--- src/rtl/digital_synthesizer_pkg.sv ---
`default_nettype none
// ============================================================================
// Module  : digital_synthesizer_pkg
// Brief   : Signal-type codes and pulse-sequencer state encoding shared with
//           the output register stage.
// Rev     : 1.0  initial release
// ============================================================================
package digital_synthesizer_pkg;

    typedef enum logic [1:0] {
        SIG_NONE  = 2'd0,
        SIG_LFM   = 2'd1,
        SIG_PSK   = 2'd2,
        SIG_NOISE = 2'd3
    } sig_type_t;

    localparam logic [2:0] c_ST_IDLE  = 3'd0;
    localparam logic [2:0] c_ST_START = 3'd1;
    localparam logic [2:0] c_ST_RUN   = 3'd2;
    localparam logic [2:0] c_ST_STOP  = 3'd3;
    localparam logic [2:0] c_ST_DRAIN = 3'd4;
    localparam logic [2:0] c_ST_GUARD = 3'd5;

    // Grant bit order is {NOISE, PSK, LFM}.
    function automatic sig_type_t onehot_to_type(input logic [2:0] oh);
        sig_type_t t;
        case (oh)
            3'b001:  t = SIG_LFM;
            3'b010:  t = SIG_PSK;
            3'b100:  t = SIG_NOISE;
            default: t = SIG_NONE;
        endcase
        return t;
    endfunction

endpackage
`default_nettype wire

--- src/rtl/rr_arbiter3.sv ---
`default_nettype none
// ============================================================================
// Module  : rr_arbiter3
// Brief   : Combinational 3-way round-robin arbiter; the search starts at the
//           type after the last winner.
// Rev     : 1.0  initial release
// ============================================================================
module rr_arbiter3
    import digital_synthesizer_pkg::*;
(
    input  logic [2:0] i_req,
    input  sig_type_t  i_last,
    output logic [2:0] o_grant
);

    always_comb begin
        o_grant = 3'b000;
        case (i_last)
            SIG_LFM: begin
                if      (i_req[1]) o_grant = 3'b010;
                else if (i_req[2]) o_grant = 3'b100;
                else if (i_req[0]) o_grant = 3'b001;
            end
            SIG_PSK: begin
                if      (i_req[2]) o_grant = 3'b100;
                else if (i_req[0]) o_grant = 3'b001;
                else if (i_req[1]) o_grant = 3'b010;
            end
            // NOISE last (and the reset pointer) gives LFM top priority.
            default: begin
                if      (i_req[0]) o_grant = 3'b001;
                else if (i_req[1]) o_grant = 3'b010;
                else if (i_req[2]) o_grant = 3'b100;
            end
        endcase
    end

endmodule
`default_nettype wire

--- src/rtl/pulse_sequencer.sv ---
`default_nettype none
// ============================================================================
// Module  : pulse_sequencer
// Brief   : Grants LFM/PSK/NOISE pulse requests round-robin and sequences
//           start, run, stop, output drain and inter-pulse guard time.
// Rev     : 1.0  initial release
// ============================================================================
module pulse_sequencer
    import digital_synthesizer_pkg::*;
#(
    parameter int _LEN_WIDTH = 16,
    parameter int _GUARD     = 4,
    parameter int _DRAIN_MAX = 15
) (
    input  logic                  CLK,
    input  logic                  RESET,
    input  logic                  REQ_LFM,
    input  logic                  REQ_PSK,
    input  logic                  REQ_NOISE,
    input  logic [_LEN_WIDTH-1:0] PULSE_LEN,
    input  logic                  OUT_READY,
    output logic                  ACK_LFM,
    output logic                  ACK_PSK,
    output logic                  ACK_NOISE,
    output logic                  SIGN_LFM_START_CALC,
    output logic                  SIGN_PSK_START_CALC,
    output logic                  SIGN_NOISE_START_CALC,
    output logic                  SIGN_LFM_STOP_CALC,
    output logic                  SIGN_PSK_STOP_CALC,
    output logic                  SIGN_NOISE_STOP_CALC,
    output logic [1:0]            ACTIVE_TYPE,
    output logic                  BUSY,
    output logic                  DRAIN_ERR
);

    localparam logic [_LEN_WIDTH-1:0] c_LEN_ONE     = {{(_LEN_WIDTH-1){1'b0}}, 1'b1};
    localparam logic [7:0]            c_DRAIN_LAST  = 8'(_DRAIN_MAX - 1);
    localparam logic [3:0]            c_GUARD_LAST  = 4'(_GUARD - 1);
    localparam logic [2:0]            c_AFTER_DRAIN = (_GUARD == 0) ? c_ST_IDLE : c_ST_GUARD;

    logic [2:0]            r_state;
    sig_type_t             r_type;
    sig_type_t             r_last;
    logic [_LEN_WIDTH-1:0] r_pulse_cnt;
    logic [7:0]            r_drain_cnt;
    logic [3:0]            r_guard_cnt;
    logic                  r_drain_err;

    logic [2:0]            w_req;
    logic [2:0]            w_grant;
    logic                  w_in_start;
    logic                  w_in_stop;

    assign w_req = {REQ_NOISE, REQ_PSK, REQ_LFM};

    rr_arbiter3 u_arb (
        .i_req   (w_req),
        .i_last  (r_last),
        .o_grant (w_grant)
    );

    always_ff @(posedge CLK) begin
        if (RESET) begin
            r_state     <= c_ST_IDLE;
            r_type      <= SIG_NONE;
            r_last      <= SIG_NOISE;
            r_pulse_cnt <= '0;
            r_drain_cnt <= '0;
            r_guard_cnt <= '0;
            r_drain_err <= 1'b0;
        end else begin
            r_drain_err <= 1'b0;
            case (r_state)
                c_ST_IDLE: begin
                    // Length is captured at grant so later PULSE_LEN changes cannot disturb the pulse.
                    if ((|w_req) && OUT_READY) begin
                        r_type      <= onehot_to_type(w_grant);
                        r_pulse_cnt <= (PULSE_LEN == '0) ? '0 : PULSE_LEN - c_LEN_ONE;
                        r_state     <= c_ST_START;
                    end
                end
                c_ST_START: begin
                    r_last  <= r_type;
                    r_state <= c_ST_RUN;
                end
                c_ST_RUN: begin
                    if (r_pulse_cnt == '0) begin
                        r_state <= c_ST_STOP;
                    end else begin
                        r_pulse_cnt <= r_pulse_cnt - c_LEN_ONE;
                    end
                end
                c_ST_STOP: begin
                    r_drain_cnt <= '0;
                    r_state     <= c_ST_DRAIN;
                end
                c_ST_DRAIN: begin
                    if (OUT_READY || (r_drain_cnt == c_DRAIN_LAST)) begin
                        r_drain_err <= ~OUT_READY;
                        r_type      <= SIG_NONE;
                        r_guard_cnt <= '0;
                        r_state     <= c_AFTER_DRAIN;
                    end else begin
                        r_drain_cnt <= r_drain_cnt + 8'd1;
                    end
                end
                c_ST_GUARD: begin
                    if (r_guard_cnt == c_GUARD_LAST) begin
                        r_state <= c_ST_IDLE;
                    end else begin
                        r_guard_cnt <= r_guard_cnt + 4'd1;
                    end
                end
                default: begin
                    r_state <= c_ST_IDLE;
                    r_type  <= SIG_NONE;
                end
            endcase
        end
    end

    assign w_in_start = (r_state == c_ST_START);
    assign w_in_stop  = (r_state == c_ST_STOP);

    assign ACK_LFM               = w_in_start && (r_type == SIG_LFM);
    assign ACK_PSK               = w_in_start && (r_type == SIG_PSK);
    assign ACK_NOISE             = w_in_start && (r_type == SIG_NOISE);
    assign SIGN_LFM_START_CALC   = ACK_LFM;
    assign SIGN_PSK_START_CALC   = ACK_PSK;
    assign SIGN_NOISE_START_CALC = ACK_NOISE;
    assign SIGN_LFM_STOP_CALC    = w_in_stop && (r_type == SIG_LFM);
    assign SIGN_PSK_STOP_CALC    = w_in_stop && (r_type == SIG_PSK);
    assign SIGN_NOISE_STOP_CALC  = w_in_stop && (r_type == SIG_NOISE);
    assign ACTIVE_TYPE           = r_type;
    assign BUSY                  = (r_state != c_ST_IDLE);
    assign DRAIN_ERR             = r_drain_err;

endmodule
`default_nettype wire

--- config.mk ---
export PLATFORM = sky130hd
export DESIGN_NAME = pulse_sequencer
export DESIGN_NICKNAME = d
export VERILOG_FILES = /design/src/rtl/digital_synthesizer_pkg.sv /design/src/rtl/rr_arbiter3.sv /design/src/rtl/pulse_sequencer.sv
export SDC_FILE = /design/constraint.sdc
export NUM_CORES = 1
export LEC_CHECK = 0
export CAP_MARGIN = 10
export CORE_MARGIN = 2
export CORE_UTILIZATION = 54
export DETAILED_ROUTE_END_ITERATION = 8
export GPL_ROUTABILITY_DRIVEN = 1
export PLACE_DENSITY = 0.79
export SLEW_MARGIN = 30
export SYNTH_ARGS = -nofsm -noshare
export SYNTH_HDL_FRONTEND = slang
export SYNTH_SLANG_ARGS = --single-unit
--- constraint.sdc ---
create_clock -name CLK -period 2.8 [get_ports CLK]
set_input_delay 0.84 -clock CLK [delete_from_list [all_inputs] [get_ports CLK]]
set_output_delay 0.84 -clock CLK [all_outputs]
set_load 0.05 [all_outputs]
* After elaboration in Yosys (flattened, before gate mapping)
Index checks and enable logic that the tools add are counted.
** Storage, ports and cells
- Register bits after elaboration :: 36
- Bits of input ports :: 22
- Logic and storage cells :: 88
** Cells by class
- Add/subtract/negate cells :: 4
- Equal/unequal tests :: 22
- Muxes and demuxes :: 28
- Bitwise gates (word level) :: 4
- Reductions and logical operators :: 23
** Operators with widths (count)
- $mux 16 :: 3
- $mux 3 :: 11
- $logic_not 16->1 :: 2
- $pmux 16 s2 :: 1
- $sub 16x1->16 const B :: 2
- $pmux 3 s6 :: 1
- $pmux 8 s2 :: 1
- $ne 2x2->1 const B :: 7
- $pmux 2 s3 :: 2
- $eq 3x2->1 const B :: 3
- $eq 3x3->1 const B :: 3
- $reduce_and 3->1 :: 3
- $add 8x1->8 const B :: 1
- $eq 8x4->1 const B :: 1
- $mux 4 :: 2
- $mux 8 :: 1
- $pmux 4 s2 :: 1
- $logic_and 1x1->1 :: 7
- $eq 2x2->1 const B :: 3
- $eq 3x1->1 const B :: 2
- $mux 2 :: 3
- $pmux 3 s2 :: 1
- $reduce_bool 2->1 :: 3
- $reduce_or 3->1 :: 2
- 11 further kinds :: 15

* Longest topological paths before layout
Gate-level depths: netlist of the first run.
- Depth after elaboration :: 8
- Gate-level depth with buffers :: 9
- Gate-level depth less buffers :: 8

* By module
A second synthesis of the first run with hierarchy kept.
** Second synthesis, totals
- Cells, all modules :: 322
- Area, all modules :: 2563.7 um2
** Modules (own cells, without submodules)
- pulse_sequencer :: times used 1, cells an instance 305, area an instance 2443.6 um2
- rr_arbiter3 :: times used 1, cells an instance 17, area an instance 120.1 um2

* Least setup slack after synthesis of the first run
OpenSTA, ideal clock, no wires.
- Path type :: flip-flop to output port
- Start :: reg r_type[0] (netlist: ACTIVE_TYPE[0])
- End :: out SIGN_LFM_START_CALC
- Arrival time :: 2.371 ns
- Required time :: 1.960 ns
- Path slack :: -0.411 ns
- Stages on the path, launching flop included :: 3
- Buffers on the path :: 1
- Cells stage by stage :: dfxtp_1 -> nor3b_1 -> buf_4
** On the way
- Longest elaborated chain between the ends :: 2
** Ends and longest elaborated chain
- start, declared :: RTL line pulse_sequencer.sv:42 : sig_type_t r_type;
- start signal, assigned :: RTL line pulse_sequencer.sv:77 : r_type <= onehot_to_type(w_grant);
- $eq 2x1->1 :: RTL line pulse_sequencer.sv:125 : assign ACK_LFM = w_in_start && (r_type == SIG_LFM);
- $logic_and 1x1->1 :: RTL line pulse_sequencer.sv:125
- end, declared :: RTL line pulse_sequencer.sv:25 : output logic SIGN_LFM_START_CALC,
Every way passes these cells.

* Worst setup path after layout of the first run
- Start :: reg r_state[1]
- End :: out BUSY
** On the way
- Longest elaborated chain between the ends :: 1
** Ends and longest elaborated chain
- start, declared :: RTL line pulse_sequencer.sv:41 : logic [2:0] r_state;
- start signal, assigned :: RTL line pulse_sequencer.sv:64 : r_state <= c_ST_IDLE;
- start signal, assigned :: RTL line pulse_sequencer.sv:79 : r_state <= c_ST_START;
- start signal, assigned :: RTL line pulse_sequencer.sv:84 : r_state <= c_ST_RUN;
- $reduce_bool 3->1 :: RTL line pulse_sequencer.sv:135 : assign BUSY = (r_state != c_ST_IDLE);
- end, declared :: RTL line pulse_sequencer.sv:32 : output logic BUSY,
Every way passes these cells.

==> metrics.yaml, run 1 <==
worst_slew_pin_slew_ns: 0.533
power.share.switching_pct: 34.1
yosysWarnings: 0
syn-mean-instance-area_um2: 7.57
synth-async-reset-ratio_pct: 0
drv.max_cap_violation_count: 0
report.final.setup_viol: 0
power.clock.fraction_pct: 26.2
worstSetupPathType: "reg2out"
finalWirelength_um: 5920
drcViolationCount: 0
cellInternalPower_mw: 0.953
wire_per_inst_um: 14.3
overall_power_consumption_mw: 1.45
fill_cells: 376
cp_data_arrival_time_ns: 1.81
num_cts_buffers: 5
fin_ws_ns: 0.151
primary_ff_master_synth: "dfxtp_1"
floorplan.rows: 24
gp_congestion: 0.868
min-delay-path-class: "reg2reg"
post_synth_edffs: 0
start_util_pct: 55.4
final_core_util_pct: 68.5
fp.dieH_um: 70.4
clockRootBuffer: "clkbuf_8"
p_leak_nw: 1.11
antenna_cells_inserted: 0
clock_path_buffers: 2
proportion_of_power_drawn_by_combinational_gates_pct: 32.2
detail_route.iter0.violations: 202
finish.net_count: 390
grt.total_usage_pct: 23.8
dp_hpwl_um: 4140
outcome: "finished, final reports clean"
drt-vias-per-instance: 5.95
grt_start_max_net_pins: 28
grt_antenna_before_repair: 0
clk-insertion-delay-late_ns: 0.28
vdd.ir_drop.worst_uv: 332
drive_gt1_share_pct: 12.7
part_of_the_power_in_registers_pct: 41.6
final_antenna_net_count: 0
wire_length_of_the_first_global_routing_pass_um: 9760
timing.clock.skew_ns: 0.00704
max_slew_violation_count: 0
die_width_um: 70.4
maxClockFrequency_ghz: 0.378
drt-pass1-iter-count: 5
fin_hold_ws_ns: 0.465
hold_violations: 0
postSynthRegisterBits: 36
synthesis.nets: 344
pwr_cell_area_mw_per_mm2: 491
die_area_mm2: 0.00495
synth-seq-area-share_pct: 30.3
numClockSinks: 36
critical_path.endpoint_type: "output pin"
place_worst_setup_slack_ns: -0.209
power.net_switching_mw: 0.493
worst_setup_path_start_kind: "register"
numPlacedInstances: 404
synthCells: 314
synth_area_mm2: 0.00238
syn_to_final_growth_pct: 23.7
unrepaired_setup_endpoints_after_global_routing: "no"
clock_transition_at_the_register_clock_pins_on_the_worst_setup_and_hold_paths_after_cts_ns: 0.07
global_route.overflow_total: 0
tritoncts: "yes"
io_pins: 35
layoutNonFillerInstCount: 413
critical_path_peak_fanout: 8
yosysUniqueCellTypes: 51
layout_worst_path_cycle_share_pct: 94.6
clock_h_tree_levels: 2
critical_path_required_ns: 1.96
grt_pass1_vias: 2284
routed-via-count: 2458
slew_headroom_pct: 64.2
port-buffer-count: 34
coreArea_mm2: 0.00429
timing.final.crit_period_ns: 2.65
cts_post_setup_buffers_inserted: 0
## final timing paths
kind / end / startpoint / depth (start not counted) / slack (ns)
setup / recovery: BUSY / r_state[1] / 2 / 0.15
hold / removal: r_drain_cnt[3] / r_drain_cnt[3] / 1 / 0.46
setup reg to reg: r_pulse_cnt[9] / r_pulse_cnt[11] / 5 / 0.81
hold reg to reg: r_drain_cnt[3] / r_drain_cnt[3] / 1 / 0.46
## Yosys cell counts (4+ instances only)
cell type	instances	area (um^2)
ha_1	8	100
nor3_1	15	75.1
a31oi_1	6	37.5
nor2_1	41	154
nor4_1	6	37.5
nand2_1	29	109
o21ai_0	21	105
a211oi_1	4	30.0
nand4_1	5	31.3
nand3_1	6	30.0
a21oi_1	36	180
inv_1	10	37.5
clkbuf_1	5	18.8
xor2_1	7	61.3
nor2b_1	4	25.0
o22ai_1	9	56.3
xnor2_1	9	78.8
nor3b_1	4	30.0
dfxtp_1	36	721
o211ai_1	4	30.0
## state kept, by name (all words and copies together), names as in the netlist
register / count
r_guard_cnt: 4
ACTIVE_TYPE: 2
r_last: 2
r_pulse_cnt: 16
r_drain_cnt: 8
DRAIN_ERR: 1
r_state: 3
## power groups by stage
stage                     registers [mW]  clock network (mW)  logic, mW
after CTS                          0.599               0.393      0.453
after global routing               0.606               0.408      0.515
final                              0.601               0.380      0.465
after detailed placement           0.610                   0      0.449
after floorplan                    0.608                   0      0.303
after global placement             0.609                   0      0.447
## cells in the final DEF, fill, tap and decap left out, drive strengths merged, types with 7 or more instances in the layout
| cell type | n |
|---|---|
| a21oi | 36 |
| clkbuf | 9 |
| o22ai | 9 |
| ha | 8 |
| nor4 | 7 |
| dfxtp | 36 |
| xnor2 | 9 |
| nor2 | 41 |
| xor2 | 7 |
| clkdlybuf4s50 | 21 |
| nand2 | 29 |
| buf | 27 |
| o21ai | 22 |
| inv | 10 |
| nor3 | 15 |
## kinds of logic after synthesis
family | Yosys count | share of synthesized area, %
simple gates | 131 | 27.7
compound gates | 99 | 25.7
flops | 36 | 30.3
buf+inv | 24 | 6.15
xor+xnor | 16 | 5.89
fa+ha+maj | 8 | 4.21
## worst max-delay path, cell delays in order, from the launching register on
cell	delay [ns]
dfxtp_1	0.38
or3_1	0.42
clkdlybuf4s50_1	0.72
## metal layers
| metal | up-vias | track usage, % | routed length [um] | part of all wire [%] |
|---|---|---|---|---|
| li1 | 1236 | - | - | - |
| met1 | 1118 | 29.5 | 2610 | 44 |
| met2 | 92 | 40.9 | 2860 | 48 |
| met3 | 12 | 4.04 | 371 | 6.3 |
| met4 | 0 | 8.76 | 79 | 1.3 |
| met5 | - | 0 | 0 | 0 |
## per-stage QoR
| stage | TNS, ns | instance area (um^2) |
|---|---|---|
| CTS | 0 | 2910 |
| finish | 0 | 2940 |
| global route | 0 | 2940 |
| global placement | -1.80 | 2820 |
| detailed placement | -2.48 | 2820 |
| floorplan | 0 | 2380 |
## final cells by class
| class | instances | area (um^2) | area share [%] |
|---|---|---|---|
| Multi-Input combinational cell | 254 | 1520 | 51.5 |
| Sequential cell | 36 | 721 | 24.5 |
| Timing Repair Buffer | 53 | 513 | 17.4 |
| Clock buffer | 8 | 90.1 | 3.06 |
| Tap cell | 52 | 65.1 | 2.21 |
| Inverter | 10 | 37.5 | 1.28 |
## timing repair
action                     4_1_cts  5_1_grt
hold buffers                     0        0
gates resized for setup          0        4
setup endpoints to repair        0        1
Power figures use the tool's default switching activity.
==> run 2, diff against run 1 <==
SETUP_SLACK_MARGIN = 0.5   (was not set)
==> metrics.yaml, run 2 (synthesis gave the netlist of run 1 again) <==
min-delay-path-class: "reg2reg"
drt-pass1-iter-count: 7
worst_path_max_delay_cell: "or4_4"
hold_violations: 0
clockRootBuffer: "clkbuf_8"
detail_route.iter0.violations: 162
timing.critical_path.cells: "buf_6 -> or4_4 -> or4_4 -> o21ai_4 -> buf_4 -> nor2_2 -> a21oi_1 -> o22ai_1"
report.final.setup_viol: 0
syn_to_final_growth_pct: 35.9
die_width_um: 70.4
grt_start_max_net_pins: 29
drcViolationCount: 0
global_route.overflow_total: 0
grtUsageMet2_pct: 46.4
worst_slew_pin_slew_ns: 0.655
flip_flop_count_of_the_largest_register_all_copies_and_words_added: 16
critical-path-top-delay-family: "simple AND/OR/NAND/NOR gates"
vdd.ir_drop.worst_uv: 327
final_antenna_net_count: 0
numClockSinks: 36
use_met1_pct: 32.4
coreArea_mm2: 0.00429
wire_length_of_the_first_global_routing_pass_um: 10800
cp_data_arrival_time_ns: 2.62
worstSetupPathType: "in2reg"
timing.clock.skew_ns: 0.00517
clock_transition_at_the_register_clock_pins_on_the_worst_setup_and_hold_paths_after_cts_ns: 0.08
critical_path.endpoint_type: "register"
floorplan.rows: 24
grt_pass1_vias: 2398
layoutNonFillerInstCount: 425
gp_congestion: 0.913
drive_gt1_share_pct: 26.5
worst_setup_path_start_kind: "input port"
numPlacedInstances: 405
place_worst_setup_slack_ns: -0.238
port-buffer-count: 34
dp_hpwl_um: 4540
start_util_pct: 55.4
finish.net_count: 402
clock_path_buffers: 2
unrepaired_setup_endpoints_after_global_routing: "yes"
regToRegSetupSlack_ns: 0.62
finalWirelength_um: 6910
grt_antenna_before_repair: 0
io_pins: 35
critical_path_required_ns: 2.98
clock_h_tree_levels: 2
outcome: "finished, final reports clean"
pwr_cell_area_mw_per_mm2: 495
crit_path_max_incr_delay_ns: 0.53
drt-vias-per-instance: 6.16
drv.max_cap_violation_count: 0
p_leak_nw: 1.22
largest_register: "r_pulse_cnt"
grt.total_usage_pct: 26.7
maxClockFrequency_ghz: 0.411
layout_worst_path_cycle_share_pct: 86.9
num_cts_buffers: 5
fin_ws_ns: 0.367
ctsHoldBuffers: 0
tritoncts: "yes"
timing.final.crit_period_ns: 2.43
crit_path_frequent_cell: "or4_4"
globalRouteMet3Util_pct: 4.62
layout_commonest_cell: "nor2_1"
cp_num_buf_inv: 2
commonest_cells_after_routing_fill_and_taps_aside: "35 x nor2_1, 34 x a21oi_1, 31 x dfxtp_1, 31 x buf_4, 26 x nand2_1"
critical_path_peak_fanout: 7
largest_registers: "r_pulse_cnt x16, r_drain_cnt x8, r_guard_cnt x4"
fp.dieH_um: 70.4
slew_headroom_pct: 55.9
routed-via-count: 2619
busiest_layer: "met2"
max_slew_violation_count: 0
clk-insertion-delay-late_ns: 0.30
die_area_mm2: 0.00495
antenna_cells_inserted: 0
wire_per_inst_um: 16.3
## run 2: cell count changes in the layout (fill, tap and decap cells not counted), moves of 3 or more
cell             delta
o21ai_0             -6
nor2_1              -6
o22ai_2             +3
o21ai_1             +6
nand2_1             -3
o22ai_1             -3
dfxtp_4             +3
nor2_2              +4
buf_4               +6
dfxtp_1             -5
clkdlybuf4s50_1     -6
nand3_1             -3
nand3_2             +3
buf_6               +8
## run 2: final cells by class
class | count | area [um^2]
Clock buffer | 5 | 68.8
Clock inverter | 3 | 42.5
Fill cell | 328 | 1060
Inverter | 10 | 37.5
Multi-Input combinational cell | 254 | 1690
Sequential cell | 36 | 734
Tap cell | 52 | 65.1
Timing Repair Buffer | 65 | 594
## run 2: per-stage QoR
step                      hold slack (ns)  area (um^2)  total power, mW  util, %  TNS (ns)
after floorplan                     0.429         2420            0.918        -         0
after CTS                           0.465         3070             1.56     71.4         0
after global placement              0.448         2860             1.07     66.6     -2.51
after global routing                0.490         3230             1.68     75.3         0
after detailed placement            0.451         2860             1.07     66.6     -2.99
final                               0.461         3230             1.60     75.3         0
## run 2: per-layer routing
layer,vias up,part of all wire (%)
met4,0,2.3
met1,1230,42
met5,-,0
li1,1269,-
met2,102,50
met3,18,5.4
## run 2: where the power goes
group	total, mW	switching, mW	internal (mW)
clock	0.464	0.200	0.263
sequential	0.609	0.0581	0.551
combinational	0.529	0.303	0.226
## run 2: path summary, 6_finish.rpt
check / start / to / depth (start not counted)
worst max-delay path: PULSE_LEN[10] / r_pulse_cnt[12] / 8
worst min-delay path: r_drain_cnt[3] / r_drain_cnt[3] / 1
worst max register to register: r_pulse_cnt[11] / r_pulse_cnt[0] / 7
worst min register to register: r_drain_cnt[3] / r_drain_cnt[3] / 1
## run 2: repair_timing
action                                  4_1_cts  5_1_grt
endpoints found under the setup margin       28       25
resized for setup                            43       26
buffers inserted                              2       10
pin swaps                                     9       17
gates cloned                                  0        0
==> run 3, diff against run 2 <==
clock period = 2.4 ns   (was 2.8 ns; I/O delays follow)
==> metrics.yaml, run 3 (synthesis gave the netlist of run 1 again) <==
numPlacedInstances: 425
layout_commonest_cell: "buf_4"
power.net_switching_mw: 0.710
timing.critical_path.cells: "buf_6 -> or4_4 -> or4_4 -> o21ai_4 -> clkbuf_16 -> a21oi_1 -> o21ai_1 -> a21oi_1"
timing.clock.skew_ns: 0.00669
drcViolationCount: 0
clock_transition_at_the_register_clock_pins_on_the_worst_setup_and_hold_paths_after_cts_ns: 0.08
final_core_util_pct: 85.1
wire_per_inst_um: 19.1
layout_worst_path_cycle_share_pct: 98.6
port-buffer-count: 34
final_antenna_net_count: 0
cp_num_buf_inv: 2
worst_path_max_delay_cell: "or4_4"
slew_headroom_pct: 62.1
part_of_the_power_in_registers_pct: 35.7
floorplan.rows: 24
gp_congestion: 0.897
layoutNonFillerInstCount: 453
commonest_cells_after_routing_fill_and_taps_aside: "52 x buf_4, 35 x a21oi_1, 33 x nor2_1"
critical_path_required_ns: 2.58
max_slew_violation_count: 0
routed-via-count: 2917
die_width_um: 70.4
coreArea_mm2: 0.00429
power.share.switching_pct: 35.8
critical-path-top-delay-family: "simple AND/OR/NAND/NOR gates"
detail_route.iter0.violations: 269
maxClockFrequency_ghz: 0.422
cellInternalPower_mw: 1.28
power.clock.fraction_pct: 27.6
min-delay-path-class: "reg2reg"
report.final.setup_viol: 0
fp.dieH_um: 70.4
antenna_cells_inserted: 0
tritoncts: "yes"
pwr_cell_area_mw_per_mm2: 543
finalWirelength_um: 8650
largest_registers: "r_pulse_cnt x16, r_drain_cnt x8, r_guard_cnt x4"
flip_flop_count_of_the_largest_register_all_copies_and_words_added: 16
crit_path_max_incr_delay_ns: 0.52
drv.max_cap_violation_count: 0
grt_antenna_before_repair: 0
grt.total_usage_pct: 30.9
critical_path_peak_fanout: 8
syn_to_final_growth_pct: 53.7
hold_violations: 0
num_cts_buffers: 5
global_route.overflow_total: 0
clock_path_buffers: 2
grt_start_max_net_pins: 21
worst_setup_path_start_kind: "input port"
drive_gt1_share_pct: 32.4
worstSetupPathType: "in2reg"
drt-pass1-iter-count: 6
io_pins: 35
proportion_of_power_drawn_by_combinational_gates_pct: 36.7
cp_data_arrival_time_ns: 2.54
numClockSinks: 36
die_area_mm2: 0.00495
worst_slew_pin_slew_ns: 0.564
start_util_pct: 55.4
outcome: "finished, final reports clean"
clockRootBuffer: "clkbuf_8"
vdd.ir_drop.worst_uv: 367
largest_register: "r_pulse_cnt"
critical_path.endpoint_type: "register"
drt-vias-per-instance: 6.44
clk-insertion-delay-late_ns: 0.30
timing.final.crit_period_ns: 2.37
finish.net_count: 430
unrepaired_setup_endpoints_after_global_routing: "yes"
dp_hpwl_um: 4660
wire_length_of_the_first_global_routing_pass_um: 12300
grt_pass1_vias: 2706
clock_h_tree_levels: 2
p_leak_nw: 1.41
## run 3: tightest hold or removal path, stage by stage (launching register included)
cell and delay, ns:
dfxtp_1 0.33, nand2_1 0.06, a21oi_1 0.05
## run 3: path summary, 6_finish.rpt
path | cells past startpoint | slack (ns) | startpoint | end
min | 2 | 0.48 | r_guard_cnt[1] | r_guard_cnt[1]
min reg2reg | 2 | 0.48 | r_guard_cnt[1] | r_guard_cnt[1]
max reg2reg | 5 | 0.22 | r_pulse_cnt[11] | r_pulse_cnt[8]
max | 8 | 0.03 | PULSE_LEN[9] | r_pulse_cnt[5]
## run 3: area by class of cell
type                       instances  area (um^2)
inverter                          10         37.5
clock inverter                     2         35.0
fill                             214          638
sequential                        36          737
multi-input combinational        254         1770
clock buffer                       6         72.6
timing repair buffer              93          941
tap                               52         65.1
## run 3: per-stage QoR
step | total power, mW | TNS (ns) | hold slack [ns] | area [um^2] | worst slack [ns]
after floorplan | 1.08 | -0.0380 | 0.429 | 2470 | -0.0264
after global placement | 1.27 | -6.15 | 0.442 | 3160 | -0.434
after detailed placement | 1.29 | -6.81 | 0.453 | 3160 | -0.483
after CTS | 1.89 | 0 | 0.467 | 3490 | 0.0193
after global routing | 2.06 | -0.0702 | 0.515 | 3660 | -0.0497
final | 1.99 | 0 | 0.485 | 3660 | 0.0327
## run 3: power groups by stage
stage / sequential, mW / clock (mW) / combinational (mW)
CTS: 0.702 / 0.538 / 0.646
global placement: 0.716 / 0 / 0.557
finish: 0.709 / 0.548 / 0.730
floorplan: 0.716 / 0 / 0.368
detailed placement: 0.717 / 0 / 0.572
global route: 0.714 / 0.573 / 0.771
## run 3: routing by layer
layer,GRT usage [%],vias up,wire length (um)
li1,-,1326,-
met1,34.6,1406,3330
met2,56.6,156,4520
met3,5.92,29,533
met4,12.4,0,263
met5,0,-,0
## run 3: what timing repair did
action,4_1_cts,5_1_grt
pin swaps,18,15
resized for setup,48,26
endpoints found under the setup margin,38,38
hold buffers,0,0
gates cloned,1,0
setup buffers,12,7
